--- config.mk ---
export PLATFORM = sky130hd
export DESIGN_NAME = input_buffer_sync_flat
export DESIGN_NICKNAME = d
export VERILOG_FILES = /design/src/rtl/input_buffer_sync_if.sv /design/src/rtl/input_buffer_sync.sv /design/src/flat_wrapper.sv
export SDC_FILE = /design/constraint.sdc
export NUM_CORES = 1
export LEC_CHECK = 0
export CELL_PAD_IN_SITES_DETAIL_PLACEMENT = 1
export CELL_PAD_IN_SITES_GLOBAL_PLACEMENT = 1
export CORE_ASPECT_RATIO = 0.6
export CORE_MARGIN = 2
export CORE_UTILIZATION = 42
export CTS_CLUSTER_DIAMETER = 150
export DETAILED_ROUTE_END_ITERATION = 12
export PLACE_DENSITY_LB_ADDON = 0.1
export SETUP_SLACK_MARGIN = 0.5
export SLEW_MARGIN = 10
export SYNTH_ARGS = -nofsm -noshare
export SYNTH_HDL_FRONTEND = slang
export SYNTH_SLANG_ARGS = --single-unit
--- constraint.sdc ---
create_clock -name i_clk -period 4.5 [get_ports i_clk]
set_clock_uncertainty 0.1 [all_clocks]
set_input_delay 0.9 -clock i_clk [delete_from_list [all_inputs] [get_ports i_clk]]
set_output_delay 0.9 -clock i_clk [all_outputs]
set_load 0.05 [all_outputs]
--- src/rtl/input_buffer_sync_if.sv ---
// Load/store bus between the LSU and the input peripheral's 0x00-0x1F window.
interface input_buffer_sync_if;
  logic [2:0]  i_control;
  logic [7:0]  i_in_buf_addr;
  logic        i_wren;
  logic [31:0] i_wr_data;
  logic [31:0] o_in_buf_data;
  logic        o_btn_irq;

  modport master (
    output i_control, i_in_buf_addr, i_wren, i_wr_data,
    input  o_in_buf_data, o_btn_irq
  );

  modport slave (
    input  i_control, i_in_buf_addr, i_wren, i_wr_data,
    output o_in_buf_data, o_btn_irq
  );
endinterface

--- src/rtl/input_buffer_sync.sv ---
// Synchronised switches, debounced buttons with W1C rising-edge pending bits,
// and a byte-addressable read window serving LB/LH/LW/LBU/LHU.
module input_buffer_sync #(
  parameter int NUM_SW      = 32,
  parameter int NUM_BTN     = 4,
  parameter int SYNC_STAGES = 2,
  parameter int DB_CYCLES   = 50000
) (
  input  logic                i_clk,
  input  logic                i_rst_n,
  input  logic [NUM_SW-1:0]   i_io_sw,
  input  logic [NUM_BTN-1:0]  i_io_btn,
  input_buffer_sync_if.slave  bus
);
  localparam int CW = $clog2(DB_CYCLES + 1);
  localparam logic [CW-1:0] CNT_MAX = CW'(DB_CYCLES - 1);

  logic [SYNC_STAGES-1:0][NUM_SW-1:0]  sw_sync;
  logic [SYNC_STAGES-1:0][NUM_BTN-1:0] btn_sync;
  logic [NUM_SW-1:0]                   sw_s;
  logic [NUM_BTN-1:0]                  btn_s;

  logic [NUM_BTN-1:0]         stable, stable_nxt;
  logic [NUM_BTN-1:0][CW-1:0] cnt, cnt_nxt;
  logic [NUM_BTN-1:0]         pending, pending_nxt;
  logic [NUM_BTN-1:0]         clr;

  // NOTE: sequential state uses non-blocking assignments so every flop samples
  // pre-edge values and the chain shifts one stage per clock.
  always_ff @(posedge i_clk or negedge i_rst_n) begin
    if (!i_rst_n) begin
      sw_sync  <= '0;
      btn_sync <= '0;
    end else begin
      sw_sync[0]  <= i_io_sw;
      btn_sync[0] <= i_io_btn;
      for (int k = 1; k < SYNC_STAGES; k++) begin
        sw_sync[k]  <= sw_sync[k-1];
        btn_sync[k] <= btn_sync[k-1];
      end
    end
  end

  assign sw_s  = sw_sync[SYNC_STAGES-1];
  assign btn_s = btn_sync[SYNC_STAGES-1];

  // NOTE: every always_comb output gets a default first so no path infers a latch.
  always_comb begin
    stable_nxt = stable;
    cnt_nxt    = cnt;
    for (int i = 0; i < NUM_BTN; i++) begin
      if (btn_s[i] == stable[i]) begin
        cnt_nxt[i] = '0;
      end else if (cnt[i] == CNT_MAX) begin
        stable_nxt[i] = btn_s[i];
        cnt_nxt[i]    = '0;
      end else begin
        cnt_nxt[i] = cnt[i] + CW'(1);
      end
    end
  end

  // Rising edges of the debounced level set bits; a same-cycle clear loses.
  assign clr = (bus.i_wren && bus.i_in_buf_addr[7:2] == 6'h05)
             ? bus.i_wr_data[NUM_BTN-1:0] : '0;
  assign pending_nxt = (pending & ~clr) | (stable_nxt & ~stable);

  always_ff @(posedge i_clk or negedge i_rst_n) begin
    if (!i_rst_n) begin
      stable  <= '0;
      cnt     <= '0;
      pending <= '0;
    end else begin
      stable  <= stable_nxt;
      cnt     <= cnt_nxt;
      pending <= pending_nxt;
    end
  end

  assign bus.o_btn_irq = |pending;

  logic [7:0]       win [32];
  logic [31:0]      sw_ext;
  logic [7:0]       base;
  logic [7:0]       ea;
  logic [3:0][7:0]  rd;

  assign sw_ext = 32'(sw_s);

  always_comb begin
    for (int i = 0; i < 32; i++) win[i] = '0;
    for (int i = 0; i < 4; i++)  win[i] = sw_ext[8*i +: 8];
    win[16] = 8'(stable);
    win[20] = 8'(pending);
  end

  // Misaligned halfword/word accesses are forced down to the aligned base.
  always_comb begin
    case (bus.i_control[1:0])
      2'b00:   base = bus.i_in_buf_addr;
      2'b01:   base = bus.i_in_buf_addr & 8'hFE;
      default: base = bus.i_in_buf_addr & 8'hFC;
    endcase
  end

  always_comb begin
    ea = '0;
    rd = '0;
    for (int k = 0; k < 4; k++) begin
      ea    = base + 8'(k);
      rd[k] = (ea[7:5] == 3'b000) ? win[ea[4:0]] : 8'h00;
    end
  end

  always_comb begin
    case (bus.i_control)
      3'b000:  bus.o_in_buf_data = {{24{rd[0][7]}}, rd[0]};
      3'b001:  bus.o_in_buf_data = {{16{rd[1][7]}}, rd[1], rd[0]};
      3'b010:  bus.o_in_buf_data = {rd[3], rd[2], rd[1], rd[0]};
      3'b100:  bus.o_in_buf_data = {24'h0, rd[0]};
      3'b101:  bus.o_in_buf_data = {16'h0, rd[1], rd[0]};
      default: bus.o_in_buf_data = 32'h0;
    endcase
  end

  logic unused_wr_bits;
  assign unused_wr_bits = ^bus.i_wr_data[31:NUM_BTN];
endmodule

--- src/flat_wrapper.sv ---
// flat-port wrapper written by rule: the top's interface ports become plain ports
module input_buffer_sync_flat 
#(
  parameter int NUM_SW      = 32,
  parameter int NUM_BTN     = 4,
  parameter int SYNC_STAGES = 2,
  parameter int DB_CYCLES   = 50000
)
  (i_clk, i_rst_n, i_io_sw, i_io_btn, bus_i_control, bus_i_in_buf_addr, bus_i_wren, bus_i_wr_data, bus_o_in_buf_data, bus_o_btn_irq);
  input_buffer_sync_if bus_i ();
  input  logic i_clk;
  input  logic i_rst_n;
  input  logic [NUM_SW-1:0] i_io_sw;
  input  logic [NUM_BTN-1:0] i_io_btn;
  input wire logic [$bits(bus_i.i_control)-1:0] bus_i_control;
  input wire logic [$bits(bus_i.i_in_buf_addr)-1:0] bus_i_in_buf_addr;
  input wire logic [$bits(bus_i.i_wren)-1:0] bus_i_wren;
  input wire logic [$bits(bus_i.i_wr_data)-1:0] bus_i_wr_data;
  output wire logic [$bits(bus_i.o_in_buf_data)-1:0] bus_o_in_buf_data;
  output wire logic [$bits(bus_i.o_btn_irq)-1:0] bus_o_btn_irq;
  assign bus_i.i_control = bus_i_control;
  assign bus_i.i_in_buf_addr = bus_i_in_buf_addr;
  assign bus_i.i_wren = bus_i_wren;
  assign bus_i.i_wr_data = bus_i_wr_data;
  assign bus_o_in_buf_data = bus_i.o_in_buf_data;
  assign bus_o_btn_irq = bus_i.o_btn_irq;
  input_buffer_sync #(.NUM_SW(NUM_SW), .NUM_BTN(NUM_BTN), .SYNC_STAGES(SYNC_STAGES), .DB_CYCLES(DB_CYCLES)) u_core (.i_clk(i_clk), .i_rst_n(i_rst_n), .i_io_sw(i_io_sw), .i_io_btn(i_io_btn), .bus(bus_i));
endmodule
# [Word-level counts from Yosys, hierarchy flattened]
# Cells that the tools add are included.
[classes] n_addsub=7 magnitude_cmp=4 n_eq_ne=14 n_mux=35 bitwise_logic=9 n_reduce_logical=8
[ops] op="$bmux W8 S5" count=4
[ops] op="$pmux W32 S5" count=1
[ops] op="$mux W16" count=8
[ops] op="$mux W8" count=12
[ops] op="$add A16 B1 Y16 const B" count=4
[ops] op="$eq A16 B16 Y1 const B" count=4
[ops] op="$ge A6 B6 Y1 const B" count=4
[ops] op="$not A5 Y6" count=4
[ops] op="$add A8 B2 Y8 const B" count=2
[ops] op="$logic_not A3 Y1" count=5
[ops] op="$add A8 B1 Y8 const B" count=1
[ops] op="$and A4 B4 Y4" count=2
[ops] op="$mux W1" count=8
[ops] op="$not A4 Y4" count=2
[ops] op="$eq A3 B3 Y1 const B" count=2
[ops] op="$eq A6 B3 Y1 const B" count=1
[ops] op="$eq A1 B1 Y1" count=4
[ops] op="$mux W4" count=1
[ops] op="$or A4 B4 Y4" count=1
[ops] op="$pmux W2 S2" count=1
[ops] op="$reduce_or A4 Y1" count=1
[ops] op="$eq A3 B1 Y1 const B" count=1
[ops] op="$eq A3 B2 Y1 const B" count=1
[ops] op="$eq A2 B1 Y1 const B" count=1
[ops] op="other kinds (2)" count=2
[totals] reg_bits=144 out_inout_bits=33

# [Logic depth before layout (Yosys ltp)]
[depth] depth_word=9 ltp_mapped=12

# [Worst setup path after synthesis]
# OpenSTA, ideal clock, no wires.
[synth_path] kind="input -> output" from="input bus_i_in_buf_addr[1]" to="output bus_o_in_buf_data[10]" arrival_time_ns=4.115 required_time_ns=3.500 slack_ns=-0.615 stages=12 n_path_buf=4 path_cell_list="buf_6 nor2b_1 buf_4 inv_1 clkbuf_1 ha_1 clkbuf_8 clkinv_1 nand4_1 a2111oi_0 o21ai_0 o21ai_0"
[synth_between] elab_chain_len=8 elab_cells_between_ends=14 cone_classes="1 x add/sub; 10 x mux; 2 x bitwise; 1 x reduce/logical"
[synth_lines] element="from (decl)" line_no="flat_wrapper.sv:16" rtl="input wire logic [$bits(bus_i.i_in_buf_addr)-1:0] bus_i_in_buf_addr;"
[synth_lines] element="$pmux W2 S2 (*)" line_no="input_buffer_sync.sv:99" rtl="case (bus.i_control[1:0])"
[synth_lines] element="$add A8 B1 Y8" line_no="input_buffer_sync.sv:110" rtl="ea = base + 8'(k);"
[synth_lines] element="$not A5 Y6 (not written as such)" line_no="input_buffer_sync.sv:111" rtl="rd[k] = (ea[7:5] == 3'b000) ? win[ea[4:0]] : 8'h00;"
[synth_lines] element="$bmux W8 S5" line_no="input_buffer_sync.sv:111"
[synth_lines] element="$mux W8 (not written as such) (2 in series)" line_no="input_buffer_sync.sv:111"
[synth_lines] element="$mux W8" line_no="input_buffer_sync.sv:111"
[synth_lines] element="$pmux W32 S5 (*)" line_no="input_buffer_sync.sv:116" rtl="case (bus.i_control)"
[synth_lines] element="to (decl)" line_no="flat_wrapper.sv:19" rtl="output wire logic [$bits(bus_i.o_in_buf_data)-1:0] bus_o_in_buf_data;"
# Every way passes the cells marked *; elsewhere a longest branch is shown, timed or not. The select of a mux whose other input is x is not followed.

# [Final worst setup path]
[layout_path] from="input bus_i_in_buf_addr[0]" to="output bus_o_in_buf_data[11]"
# Same word-level chain as after synthesis.

==> results.txt <==
The count of nets left with antenna violations once routing finished came out at 0. The run gives 0 as the number of setup violations in the final report. Averaged over all synthesized cells, the footprint is 11.0 sq um. For the critical path arrival, the log shows 2.96 ns.

CTS placed an instance of sky130_fd_sc_hd__clkbuf_16 at the clock tree root. The worst register-to-register path ends at u_core.cnt[60]$_DFF_PN0_. STA classifies the critical path endpoint as a primary output. The worst-case clock buffer depth is 2, and the transition time at the pin with the least slew margin is 0.796 ns. The async set-or-reset flop fraction in the synthesized netlist was 1.00. The final period utilization came out at 0.880.

The count of flip-flops with a built-in enable after synthesis was 0; the part of the Yosys area used for sequential elements was 0.519. The worst slew margin relative to its limit was 0.470. In the synthesized netlist the dominant register cell turns out to be sky130_fd_sc_hd__dfrtp_1. Subtracting the final worst setup slack from the clock period gives 3.96 ns. In the final timing run, aggregate negative setup slack is 0 ns. The height of the die was 104 um; the upper clock frequency limit was 253 MHz.

At the end of the flow, the number of nets in the layout was 832. The share of cells above drive strength 1 is 0.226. After floorplanning, the core was sized to cover 16200 sq um. Along the worst path, the maximum fanout reaches 16. The top-level I/O count was 115; the layout-stage area growth over the synthesis result was 32.7%. In this run the register-to-register setup slack is 2.17 ns. The worst setup path is of the in -> out kind. The H-tree generated during clock tree synthesis spans 4 levels.

The synthesized design spends more area on one cell type than any other, namely sky130_fd_sc_hd__dfrtp_1. The startpoint identified for the worst hold timing path is u_core.btn_sync[1]$_DFF_PN0_. Count of inserted antenna diode cells: 0. For this design the static power due to leakage is 0.00406 uW. The met2 track demand over resource is 0.377.

In this run the worst hold path is classified as reg -> reg. In the routed layout, each cell is associated on average with a via count of 5.57. The number of pins exceeding their max-slew limit in the final report was 0; the die boundary width was 170 um.

The run gives 720 as the post-synthesis net count. For the total overflow reported by the global router, the log shows 0. The flop and latch count out of synthesis came out at 144. The peak ir drop on the vdd network is 0.340 mV.

Setup repair after global routing left no endpoint under its margin. The tools report the effective utilization at floorplan as 0.428. Along the worst hold path, the cell count comes to 0.

The logs give 1686 for the filler cell count and 0.235 for the global-route usage over all layers. Total die area: 17600 sq um. TritonCTS built the clock tree. The number of different library cells used by synthesis comes to 62. The run gives 0 as the number of antenna violations at the first check in global routing. The number of max-capacitance violations reported came out at 0. The detailed router placed 5376 vias in this run. In this run the core area contains 36 standard-cell rows.

Wires add up to 19500 um. By instance count, the leading cell after synthesis is sky130_fd_sc_hd__dfrtp_1. At the later pin of the worst-skew pair, clock insertion delay measures 0.42 ns. The global-route met3 utilization came out at 0.0516.

For this run, design rule violations remaining after detail routing come to 0. The via count of the first global-routing pass is 5955, and the pin count of the biggest net entering global routing is 91. Share of Yosys cell area claimed by the top area cell type: 0.519. The cell area that synthesis handed to floorplanning was 6950 sq um. Dividing the detail-routed wire length by the instance count gives 20.2 um.

For the routability congestion estimate from global placement, the log shows 0.812. The tools report the total clock buffers created by CTS as 17. The data required time of the worst path was 3.50 ns; the final number of hold-violating endpoints was 0. In this run the most used layer during global routing was met2.

The areal power density over the cells came out at 332 nW/um^2. In the synthesized netlist, the number of instances is 631. For the violation count after the first detailed-routing iteration, the log shows 338. In this run the cell area measured after placement is 8460 sq um. After clock tree synthesis, the flow added hold-fix buffers numbering 0. By count the netlist is led by sky130_fd_sc_hd__dfrtp_1 (144), sky130_fd_sc_hd__nor2_1 (80), sky130_fd_sc_hd__nand2_1 (63). The HPWL after detailed placement is 13700 um, and the clock transition at the registers of the reported paths is 0.06 ns. The tools report the iteration count of the initial detailed-routing pass as 5.

By area the synthesized netlist is led by sky130_fd_sc_hd__dfrtp_1 (52%), sky130_fd_sc_hd__xor2_1 (5.0%), sky130_fd_sc_hd__mux4_2 (4.9%). After routing the design area is 9220 sq um. The number of clock sinks seen by CTS is 144. The endpoint of the worst hold path was u_core.btn_s[1]$_DFF_PN0_.

The run finished with clean final reports. For the worst flop-to-flop path, the logic depth is 6. The worst setup path is launched from a primary input.

The Yosys step of the flow raised 0 warnings. The first global-routing pass estimated 32100 um of wire. The run gives 0.325 as the met1 routing resource usage after global routing.

The startpoint identified for the worst register-to-register timing path is u_core.cnt[48]$_DFF_PN0_. Port buffering added 86 buffers.
[per-stage QoR]
step	total power [uW]	instances	utilization	setup slack, ns	hold WS [ns]
2_1_floorplan	1540	631	-	0.477	0.231
3_3_place_gp	1670	926	0.522	0.0676	0.235
3_5_place_dp	1680	926	0.522	0.0468	0.236
4_1_cts	3090	964	0.563	0.502	0.250
5_1_grt	3190	965	0.569	0.454	0.260
6_report	3060	965	0.569	0.541	0.250
[where the power goes]
part / total (uW) / switching [uW] / internal, uW
combinational: 298 / 161 / 138
sequential: 1380 / 38.9 / 1340
clock: 1380 / 563 / 818
[layout by cell type (no fill, tap or decap), drive strengths merged, types with 3 or more instances in the layout]
master / netlist / final
dlygate4sd2: 0 / 4
o22ai: 4 / 4
a41o: 3 / 3
and4: 4 / 4
nand2b: 6 / 6
clkinvlp: 0 / 4
mux2i: 19 / 19
mux4: 19 / 19
o21ai: 13 / 13
xnor2: 27 / 27
nand2: 63 / 63
a21oi: 16 / 16
o21bai: 5 / 5
clkinv: 1 / 5
clkdlybuf4s50: 0 / 43
inv: 5 / 7
ha: 7 / 7
nor4: 8 / 8
and3: 22 / 22
or4: 3 / 3
dfrtp: 144 / 144
nor2b: 6 / 6
nand4: 16 / 16
clkbuf: 11 / 23
nand3: 29 / 29
nor3: 25 / 25
xor2: 40 / 40
a21o: 13 / 13
nor2: 80 / 80
buf: 11 / 62
mux2: 5 / 5
[cells by family after synthesis]
group,after synthesis,synth area share
AOI/OAI and AO/OA,63,0.0625
xor gates and xnor gates,67,0.0845
adders and majority gates,7,0.0126
buffers and inverters,28,0.0240
DFF,144,0.519
muxes,43,0.0989
and+or+nand+nor,279,0.199
[flip-flops by register name, summed over array words and instances (netlist names)]
register,flops
u_core.btn_s,4
u_core.btn_sync,4
u_core.cnt,64
u_core.pending,4
u_core.stable,4
u_core.sw_ext,32
u_core.sw_sync,32
[layer usage]
metal	wire length, um	vias to the layer above
met3	768	17
li1	-	2455
met1	8980	2784
met2	9550	120
met4	206	0
met5	0	-
[worst max path at each step]
stage,slack [ns],endpoint,cells past startpoint,start
2_1_floorplan,0.48,bus_o_in_buf_data[16],8,bus_i_in_buf_addr[1]
6_report,0.54,bus_o_in_buf_data[11],10,bus_i_in_buf_addr[0]
5_1_grt,0.45,bus_o_in_buf_data[11],10,bus_i_in_buf_addr[0]
3_3_place_gp,0.07,bus_o_in_buf_data[24],9,bus_i_in_buf_addr[1]
4_1_cts,0.50,bus_o_in_buf_data[10],10,bus_i_control[0]
3_5_place_dp,0.05,bus_o_in_buf_data[25],9,bus_i_in_buf_addr[1]
[cell type report]
class | count | area, sq um | area share
Sequential cell | 144 | 3600 | 0.391
Multi-Input combinational cell | 459 | 3390 | 0.368
Timing Repair Buffer | 115 | 1360 | 0.147
Clock buffer | 20 | 437 | 0.0474
Tap cell | 209 | 262 | 0.0284
Clock inverter | 12 | 135 | 0.0147
Inverter | 6 | 37.5 | 0.00407
[repair_timing]
action                                 in CTS  in global routing
setup buffers                               6                  0
endpoints found under the hold margin       0                  0
resized for setup                          20                 22
pin swaps                                   6                  8
gates cloned                                0                  1
setup endpoints to repair                  28                 21
[worst max-delay path, cell delays in order]
cell,delay (ns)
sky130_fd_sc_hd__clkdlybuf4s15_1,0.20
sky130_fd_sc_hd__nor3b_4,0.28
sky130_fd_sc_hd__inv_4,0.10
sky130_fd_sc_hd__buf_4,0.16
sky130_fd_sc_hd__buf_4,0.21
sky130_fd_sc_hd__mux2i_1,0.17
sky130_fd_sc_hd__mux2i_1,0.33
sky130_fd_sc_hd__mux2i_1,0.21
sky130_fd_sc_hd__o21ai_4,0.23
sky130_fd_sc_hd__buf_12,0.16
No activity file was read; power rests on OpenSTA's default activity.
